### src/rtl/evr_trigger_filter.sv
// Conditions the raw active-low EVR trigger pin: synchronise, qualify a minimum low width,
// emit one pulse per event, apply hold-off, and keep saturating accept/reject counters.
module evr_trigger_filter #(
  parameter int SYNC_STAGES    = 2,
  parameter int MIN_LOW_CYCLES = 100,
  parameter int HOLDOFF_CYCLES = 1000,
  parameter int CNT_WIDTH      = 16
) (
  input  logic                 clk,
  input  logic                 reset,
  input  logic                 evr_trigger,
  input  logic                 enable,
  input  logic                 clear_counts,
  output logic                 trig_pulse,
  output logic                 trig_n,
  output logic                 busy,
  output logic [CNT_WIDTH-1:0] trig_count,
  output logic [CNT_WIDTH-1:0] glitch_count
);

  localparam int QW = $clog2(MIN_LOW_CYCLES + 1);
  localparam int HW = (HOLDOFF_CYCLES > 0) ? $clog2(HOLDOFF_CYCLES + 1) : 1;
  localparam logic [QW-1:0] QUAL_LAST = QW'(MIN_LOW_CYCLES - 1);
  localparam logic [HW-1:0] HOLD_LAST = HW'(HOLDOFF_CYCLES);

  typedef enum logic [2:0] {WAIT_HIGH, ARMED, QUALIFY, FIRE, HOLDOFF} state_t;

  state_t                 state, state_nxt;
  logic [QW-1:0]          qual_cnt, qual_nxt;
  logic [HW-1:0]          hold_cnt, hold_nxt;
  logic                   glitch;
  logic [SYNC_STAGES-1:0] sync_p;
  logic [SYNC_STAGES-1:0] sync_vld;
  logic                   s;
  logic                   s_vld;

  function automatic logic [CNT_WIDTH-1:0] sat_inc(input logic [CNT_WIDTH-1:0] v);
    return (&v) ? v : v + 1'b1;
  endfunction

  // Synchroniser stage; the valid chain keeps the preset-high flops from arming the FSM
  // before a real pin sample has reached the last stage.
  always_ff @(posedge clk or posedge reset) begin
    if (reset) begin
      sync_p   <= '1;
      sync_vld <= '0;
    end else begin
      sync_p   <= {sync_p[SYNC_STAGES-2:0], evr_trigger};
      sync_vld <= {sync_vld[SYNC_STAGES-2:0], 1'b1};
    end
  end

  assign s     = sync_p[SYNC_STAGES-1];
  assign s_vld = sync_vld[SYNC_STAGES-1];

  always_comb begin
    state_nxt = state;
    qual_nxt  = qual_cnt;
    hold_nxt  = hold_cnt;
    glitch    = 1'b0;
    case (state)
      WAIT_HIGH: begin
        if (enable && s && s_vld) state_nxt = ARMED;
      end
      ARMED: begin
        if (!enable) begin
          state_nxt = WAIT_HIGH;
        end else if (!s) begin
          if (MIN_LOW_CYCLES == 1) begin
            state_nxt = FIRE;
          end else begin
            state_nxt = QUALIFY;
            qual_nxt  = QW'(1);
          end
        end
      end
      QUALIFY: begin
        if (!enable) begin
          state_nxt = WAIT_HIGH;
        end else if (s) begin
          glitch    = 1'b1;
          state_nxt = ARMED;
        end else if (qual_cnt == QUAL_LAST) begin
          state_nxt = FIRE;
        end else begin
          qual_nxt = qual_cnt + 1'b1;
        end
      end
      FIRE: begin
        if (HOLDOFF_CYCLES == 0) begin
          state_nxt = WAIT_HIGH;
        end else begin
          state_nxt = HOLDOFF;
          hold_nxt  = HW'(1);
        end
      end
      HOLDOFF: begin
        if (!enable || hold_cnt == HOLD_LAST) state_nxt = WAIT_HIGH;
        else hold_nxt = hold_cnt + 1'b1;
      end
      default: state_nxt = WAIT_HIGH;
    endcase
  end

  // State and output stage; outputs are registered from the next state.
  always_ff @(posedge clk or posedge reset) begin
    if (reset) begin
      state      <= WAIT_HIGH;
      qual_cnt   <= '0;
      hold_cnt   <= '0;
      trig_pulse <= 1'b0;
      trig_n     <= 1'b1;
      busy       <= 1'b1;
    end else begin
      state      <= state_nxt;
      qual_cnt   <= qual_nxt;
      hold_cnt   <= hold_nxt;
      trig_pulse <= (state_nxt == FIRE);
      trig_n     <= (state_nxt != FIRE);
      busy       <= (state_nxt != ARMED);
    end
  end

  // Counter stage; a clear overrides any increment in the same cycle.
  always_ff @(posedge clk or posedge reset) begin
    if (reset) begin
      trig_count   <= '0;
      glitch_count <= '0;
    end else if (clear_counts) begin
      trig_count   <= '0;
      glitch_count <= '0;
    end else begin
      if (state == FIRE) trig_count <= sat_inc(trig_count);
      if (glitch) glitch_count <= sat_inc(glitch_count);
    end
  end

endmodule

### config.mk
export PLATFORM = sky130hd
export DESIGN_NAME = evr_trigger_filter
export DESIGN_NICKNAME = d
export VERILOG_FILES = /design/src/rtl/evr_trigger_filter.sv
export SDC_FILE = /design/constraint.sdc
export NUM_CORES = 1
export LEC_CHECK = 0
export ABC_CLOCK_PERIOD_IN_PS = 2100
export BUFFER_PORTS_ARGS = -buffer_cell sky130_fd_sc_hd__buf_2
export CAP_MARGIN = 20
export CELL_PAD_IN_SITES_DETAIL_PLACEMENT = 1
export CELL_PAD_IN_SITES_GLOBAL_PLACEMENT = 1
export CORE_ASPECT_RATIO = 0.7
export CORE_UTILIZATION = 40
export DETAILED_ROUTE_END_ITERATION = 8
export PLACE_DENSITY = 0.81
export SETUP_SLACK_MARGIN = 0.3
export SLEW_MARGIN = 20
export SYNTH_ARGS = -nofsm -noshare
export SYNTH_HDL_FRONTEND = slang
export SYNTH_SLANG_ARGS = --single-unit
export TNS_END_PERCENT = 50
### constraint.sdc
create_clock -name clk -period 2.1 [get_ports clk]
set_clock_uncertainty 0.2 [all_clocks]
set_input_delay 0.63 -clock clk [delete_from_list [all_inputs] [get_ports clk]]
set_output_delay 0.63 -clock clk [all_outputs]
set_load 0.02 [all_outputs]
# Word level (Yosys, flattened, before mapping)
# Index checks and enable logic that the tools add are counted.
dict set report totals {
  romBits 0
  elab_cells 71
  regBits 59
  input_bits 5
  ram_bits 0
  latchBits 0
  memories 0
  out_inout_bits 35
}
dict set report classes {
  n_mul 0
  bitwise_logic 0
  add_sub_neg 4
  shift 0
  magnitude_cmp 0
  mux 25
  div_mod_pow 0
  n_reduce_logical 15
  eq_ne 17
}
# cell count
set ops {}
lappend ops {{$mux W16} 6}
lappend ops {{$mux W7} 5}
lappend ops {{$add A16 B1 Y16 const B} 2}
lappend ops {{$reduce_and A16 Y1} 2}
lappend ops {{$mux W3} 7}
lappend ops {{$pmux W10 S2} 1}
lappend ops {{$ne A2 B2 Y1 const B} 8}
lappend ops {{$pmux W3 S5} 1}
lappend ops {{$pmux W7 S2} 1}
lappend ops {{$add A10 B1 Y10 const B} 1}
lappend ops {{$eq A10 B10 Y1 const B} 1}
lappend ops {{$mux W10} 1}
lappend ops {{$eq A3 B2 Y1 const B} 3}
lappend ops {{$reduce_bool A2 Y1} 4}
lappend ops {{$add A7 B1 Y7 const B} 1}
lappend ops {{$eq A7 B7 Y1 const B} 1}
lappend ops {{$reduce_and A2 Y1} 3}
lappend ops {{$reduce_and A6 Y1} 1}
lappend ops {{$eq A3 B1 Y1 const B} 1}
lappend ops {{$eq A3 B3 Y1 const B} 1}
lappend ops {{$logic_not A3 Y1} 1}
lappend ops {{$mux W1} 3}
lappend ops {{$ne A3 B1 Y1 const B} 1}
lappend ops {{$ne A3 B2 Y1 const B} 1}
lappend ops {{other kinds (3)} 4}

# Logic depth before layout (Yosys ltp)
dict set report logic_depth {
  word_depth 6
  mapped_depth 6
  mapped_depth_nobuf 6
}

# Worst setup path after synthesis
# Ideal clock, no wire load.
dict set report synth_timing {
  path_kind {input -> register}
  startpoint {in enable}
  endpoint {reg qual_cnt[2]}
  arrival_time_ps 1830
  setup_slack_ps -7
  stages 5
  n_path_buf 1
  setup_time_ps 77
  required_ps 1823
  path_cell_list {or3b_4 -> a21o_1 -> buf_6 -> or4_1 -> a21oi_1}
}
dict set report synth_between {
  elab_chain_len 2
  elab_cells_between_ends 3
  classes_between {eq/ne: 2; reduce/logical: 1}
}
# item line
set synth_rtl {}
lappend synth_rtl {{from (decl)} 12} ;# input logic enable,
lappend synth_rtl {{$ne A2 B2 Y1 (no source line)} -}
lappend synth_rtl {{$reduce_and A6 Y1 (no source line) (*)} -}
lappend synth_rtl {{to (signal assigned)} 116} ;# qual_cnt <= qual_nxt;
lappend synth_rtl {{to (decl)} 29} ;# logic [QW-1:0] qual_cnt, qual_nxt;
# Every way passes the cells marked *; elsewhere a longest branch is shown, timed or not.
# A chain may end at the register's enable or synchronous reset.

# Final worst setup path
dict set report layout_timing {
  startpoint {reg state[2]}
  endpoint {reg glitch_count[9]}
}
dict set report layout_between {
  elab_chain_len 4
}
# item line
set layout_rtl {}
lappend layout_rtl {{from (decl)} 28} ;# state_t state, state_nxt;
lappend layout_rtl {{from (signal assigned)} 115} ;# state <= state_nxt;
lappend layout_rtl {{$eq A3 B2 Y1} 61} ;# case (state)
lappend layout_rtl {{$mux W1} 61}
lappend layout_rtl {{$reduce_bool A2 Y1 (no source line)} -}
lappend layout_rtl {{$reduce_and A2 Y1 (no source line)} -}
lappend layout_rtl {{to (signal assigned)} 134} ;# if (glitch) glitch_count <= sat_inc(glitch_count);
lappend layout_rtl {{to (decl)} 18} ;# output logic [CNT_WIDTH-1:0] glitch_count
# No other way between the ends.

==> impl_results.md <==
- Reg area: around 1500 sq um
- 1st-iter DRT viols: just over 300
- DR pass1 iterations: 5
- Clock sink count: 59
- Initial antenna violation count: 0
- Design area: around 5200 sq um
- VDD IR max: 0.665 mV
- Final net count: between 400 and 500
- Share of total power in sequential cells: 43.0%
- Die ar.: about 8400 sq um
- Row cnt: 26
- Transition time at the pin with the least slew margin: 0.548 ns
- Power density cells: between 500 and 600 nW/um^2
- I/O Buffers: 39
- P&R area growth vs syn: 61.1%
- Total congestion overflow: 0
- Longest Clk Path Bufs: 2
- Placed Area: approximately 3700 sq um
- Core area: 7550 sq um
- Max Fclk: 454 MHz
- Final Wtd Congestion: around 0.77
- Crit end category: flop
- Area of the multi-input gates: around 2200 sq um
- GRT Total Usage: 28.2%
- Hpwl dp: 6470 um
- Reg clk slew, reported paths: 0.06 ns
- R2r startpoint: state[2]
- Worst hold slack: 0.128 ns
- Mapped Avg Cell Area: 9.67 sq um
- Worst reg2reg path depth: 6
- Initial core utilization: about 43%
- Top Ports: 40
- Critical Path AT: ~2.3 ns
- Setup violators final: 10
- Placed cells: between 400 and 500
- Failing checks: setup timing
- Crit start category: flop
- WL final: ~16000 um
- CTS tree: built
- YS warnings: 0
- Setup ws final: -0.102 ns
- Pleak: 2.11 nW
- Antenna Cells: 0
- Clock Latency Late Sink: 0.34 ns
- Switching Power: 0.000753 W
- Die height: slightly below 80 um
- Capture point of the worst reg-to-reg path: glitch_count[9]
- Fillers: between 700 and 800
- Comb power frac: 8.6%
- Num CTS Buffers: 9
- Die X: between 100 and 150 um
- Avg WL per Cell: around 28 um
- CTS root buffer: clkbuf_16
- Final Hold Viols: 0
- Count of different cell masters after synthesis: 49
- Worst Setup Path Type: reg -> reg
- Total Power: 0.00286 W
- Final std cells w/o fill: 549
- Via count: ~3700
- Worst-path fanout max: 5
- Synth Net Count: ~340
- CTS hold repair buffers: 0
- DRT antenna net count: 0
- Max H-tree Level: 3
- Largest net degree at the start of global routing: 25
- Worst Hold Class: in -> async
- Max Cap Viol: 0
- Clk pwr share: slightly below 50%
- Fin crit period: around 2.2 ns
- Vias per cell: 6.78
- First-pass GRT wire length: approximately 18000 um
- Register area share after synthesis: around 46%
- Register bit total from synthesis: 59
- Reg2reg setup slack: -0.10 ns
- Number of global-route vias before repair: between 3000 and 4000
- Cells after Synth: around 330
- Layout cells sized above 1: about 59%
- Slew Limit Fails: 0
- Max transition margin: between 60% and 70%
- Sw frac: 26.3%
- Internal cell power: about 0.0021 W
- RSZ-0062 raised after global routing: yes
- DRC Markers: 0
- Cell area after synthesis: 3220 sq um
- Status: complete, but fails checks
- Req. time, crit path: between 2 and 2.5 ns
- Final Cycle Share: 105%
- Pre-CTS setup slack: -0.200 ns
## power by group through the flow
stage                     Sequential (W)  Combinational (W)  Clock, W
after global routing             0.00123           0.000264   0.00142
after floorplan                  0.00122          0.0000998         0
after detailed placement         0.00123           0.000152         0
final                            0.00123           0.000245   0.00138
after CTS                        0.00122           0.000172   0.00134
after global placement           0.00123           0.000143         0
## worst max path at each step
stage | from | end | slack (ns) | cells past startpoint
6_report | state[2] | glitch_count[9] | -0.10 | 6
5_1_grt | state[2] | glitch_count[9] | -0.16 | 6
4_1_cts | state[2] | glitch_count[13] | 0.03 | 6
3_5_place_dp | enable | qual_cnt[3] | -0.20 | 5
3_3_place_gp | enable | qual_cnt[3] | -0.15 | 5
2_1_floorplan | enable | qual_cnt[2] | -0.007 | 5
## layer usage
layer / track usage, % / vias up / wire length, um
met1: 36.5 / 1891 / 6140
met3: 6.21 / 74 / 1110
li1: - / 1515 / -
met4: 10.7 / 0 / 792
met5: 0 / - / 0
met2: 45.7 / 243 / 7610
## cell usage in the layout, fill, tap and decap left out, types with 5 or more instances in the layout
cell type and count:
a21oi_1 8, a21oi_2 19, buf_2 20, buf_4 40, buf_6 50, clkbuf_16 9
dfrtp_1 35, dfrtp_2 20, inv_1 6, mux2_4 6, mux2i_1 5, nand2_1 24
nand3_1 15, nand4_1 14, nor2_1 12, nor2b_1 6, nor4_4 6, o21ai_0 8
o31ai_1 10, o31ai_2 5, or4_1 6, or4_4 11
## sequential cells by signal (all words and copies together) (netlist names)
signal        flops
glitch_count     16
trig_count       16
hold_cnt         10
qual_cnt          7
state             3
sync_p            2
sync_vld          2
busy              1
trig_n            1
trig_pulse        1
## worst max-delay path, stage by stage, from the launching register on
cell and delay [ns]:
dfrtp_2 0.43, buf_6 0.13, nor3b_4 0.26, nand4_1 0.22, buf_6 0.19, or4_4 0.51
a21oi_2 0.18
## per-stage QoR
stage	TNS, ns	utilization, %
after floorplan	-0.00741	-
after global placement	-0.499	49.5
after detailed placement	-1.25	49.5
after CTS	0	58.0
after global routing	-1.12	68.7
final	-0.385	68.7
## synthesized netlist by cell type (all sizes together)
cell    number  share of area (%)
a31o         1               0.27
and3         4               0.78
or2          4               0.78
and4        10                2.7
a31oi        4               0.78
nor3         5               0.78
dfstp        4                3.3
nor4         8                1.9
o31a         2               0.54
nand2b       4               0.78
nand4b       2               0.54
nand3       17                2.6
a211oi       4               0.93
and4bb       1               0.39
conb         1               0.12
xnor2        1               0.27
inv         10                1.2
or3b         1               0.35
a311oi       2               0.54
or4         17                4.0
mux2         7                2.4
nor4b        2               0.74
and2         6                1.2
nor3b        1               0.58
clkbuf       7               0.82
or3          4               0.78
and3b        1               0.27
buf          5               0.97
dfrtp       55                 43
nor2b        6                1.2
a21oi       27                4.2
o31ai       16                3.7
o41ai        4                1.1
xor2         2               0.54
nor2        16                1.9
nand3b       2               0.47
nand4       15                3.1
ha           5                1.9
o21ai       12                1.9
mux2i        5                1.6
a21o         1               0.23
a41oi        1               0.27
o311ai       2               0.54
nand2       29                3.4
## logic make-up (layout without fill, tap and decap cells)
family	Yosys count	in the layout	synth area share, %
AO/OA/AOI/OAI	76	76	15.0
XOR/XNOR	3	3	0.816
adder cells (fa/ha/maj)	5	5	1.94
buffers and inverters	22	139	2.95
flip-flops	59	59	46.0
multiplexers	12	12	4.00
other	1	1	0.116
AND/OR/NAND/NOR	155	156	29.2
## area by class of cell
type	instances	share of cell area (%)
clock buffer	13	4.82
clock inverter	3	0.289
inverter	10	0.844
multi-input combinational	253	42.9
sequential	59	29.0
tap	98	2.36
timing repair buffer	113	19.7
## repair_timing
action	CTS	global route
setup buffers	16	27
cloned	1	1
gates resized for setup	62	164
endpoints found under the setup margin	63	83
pin swaps	40	44
(Power assumes the default switching activity.)
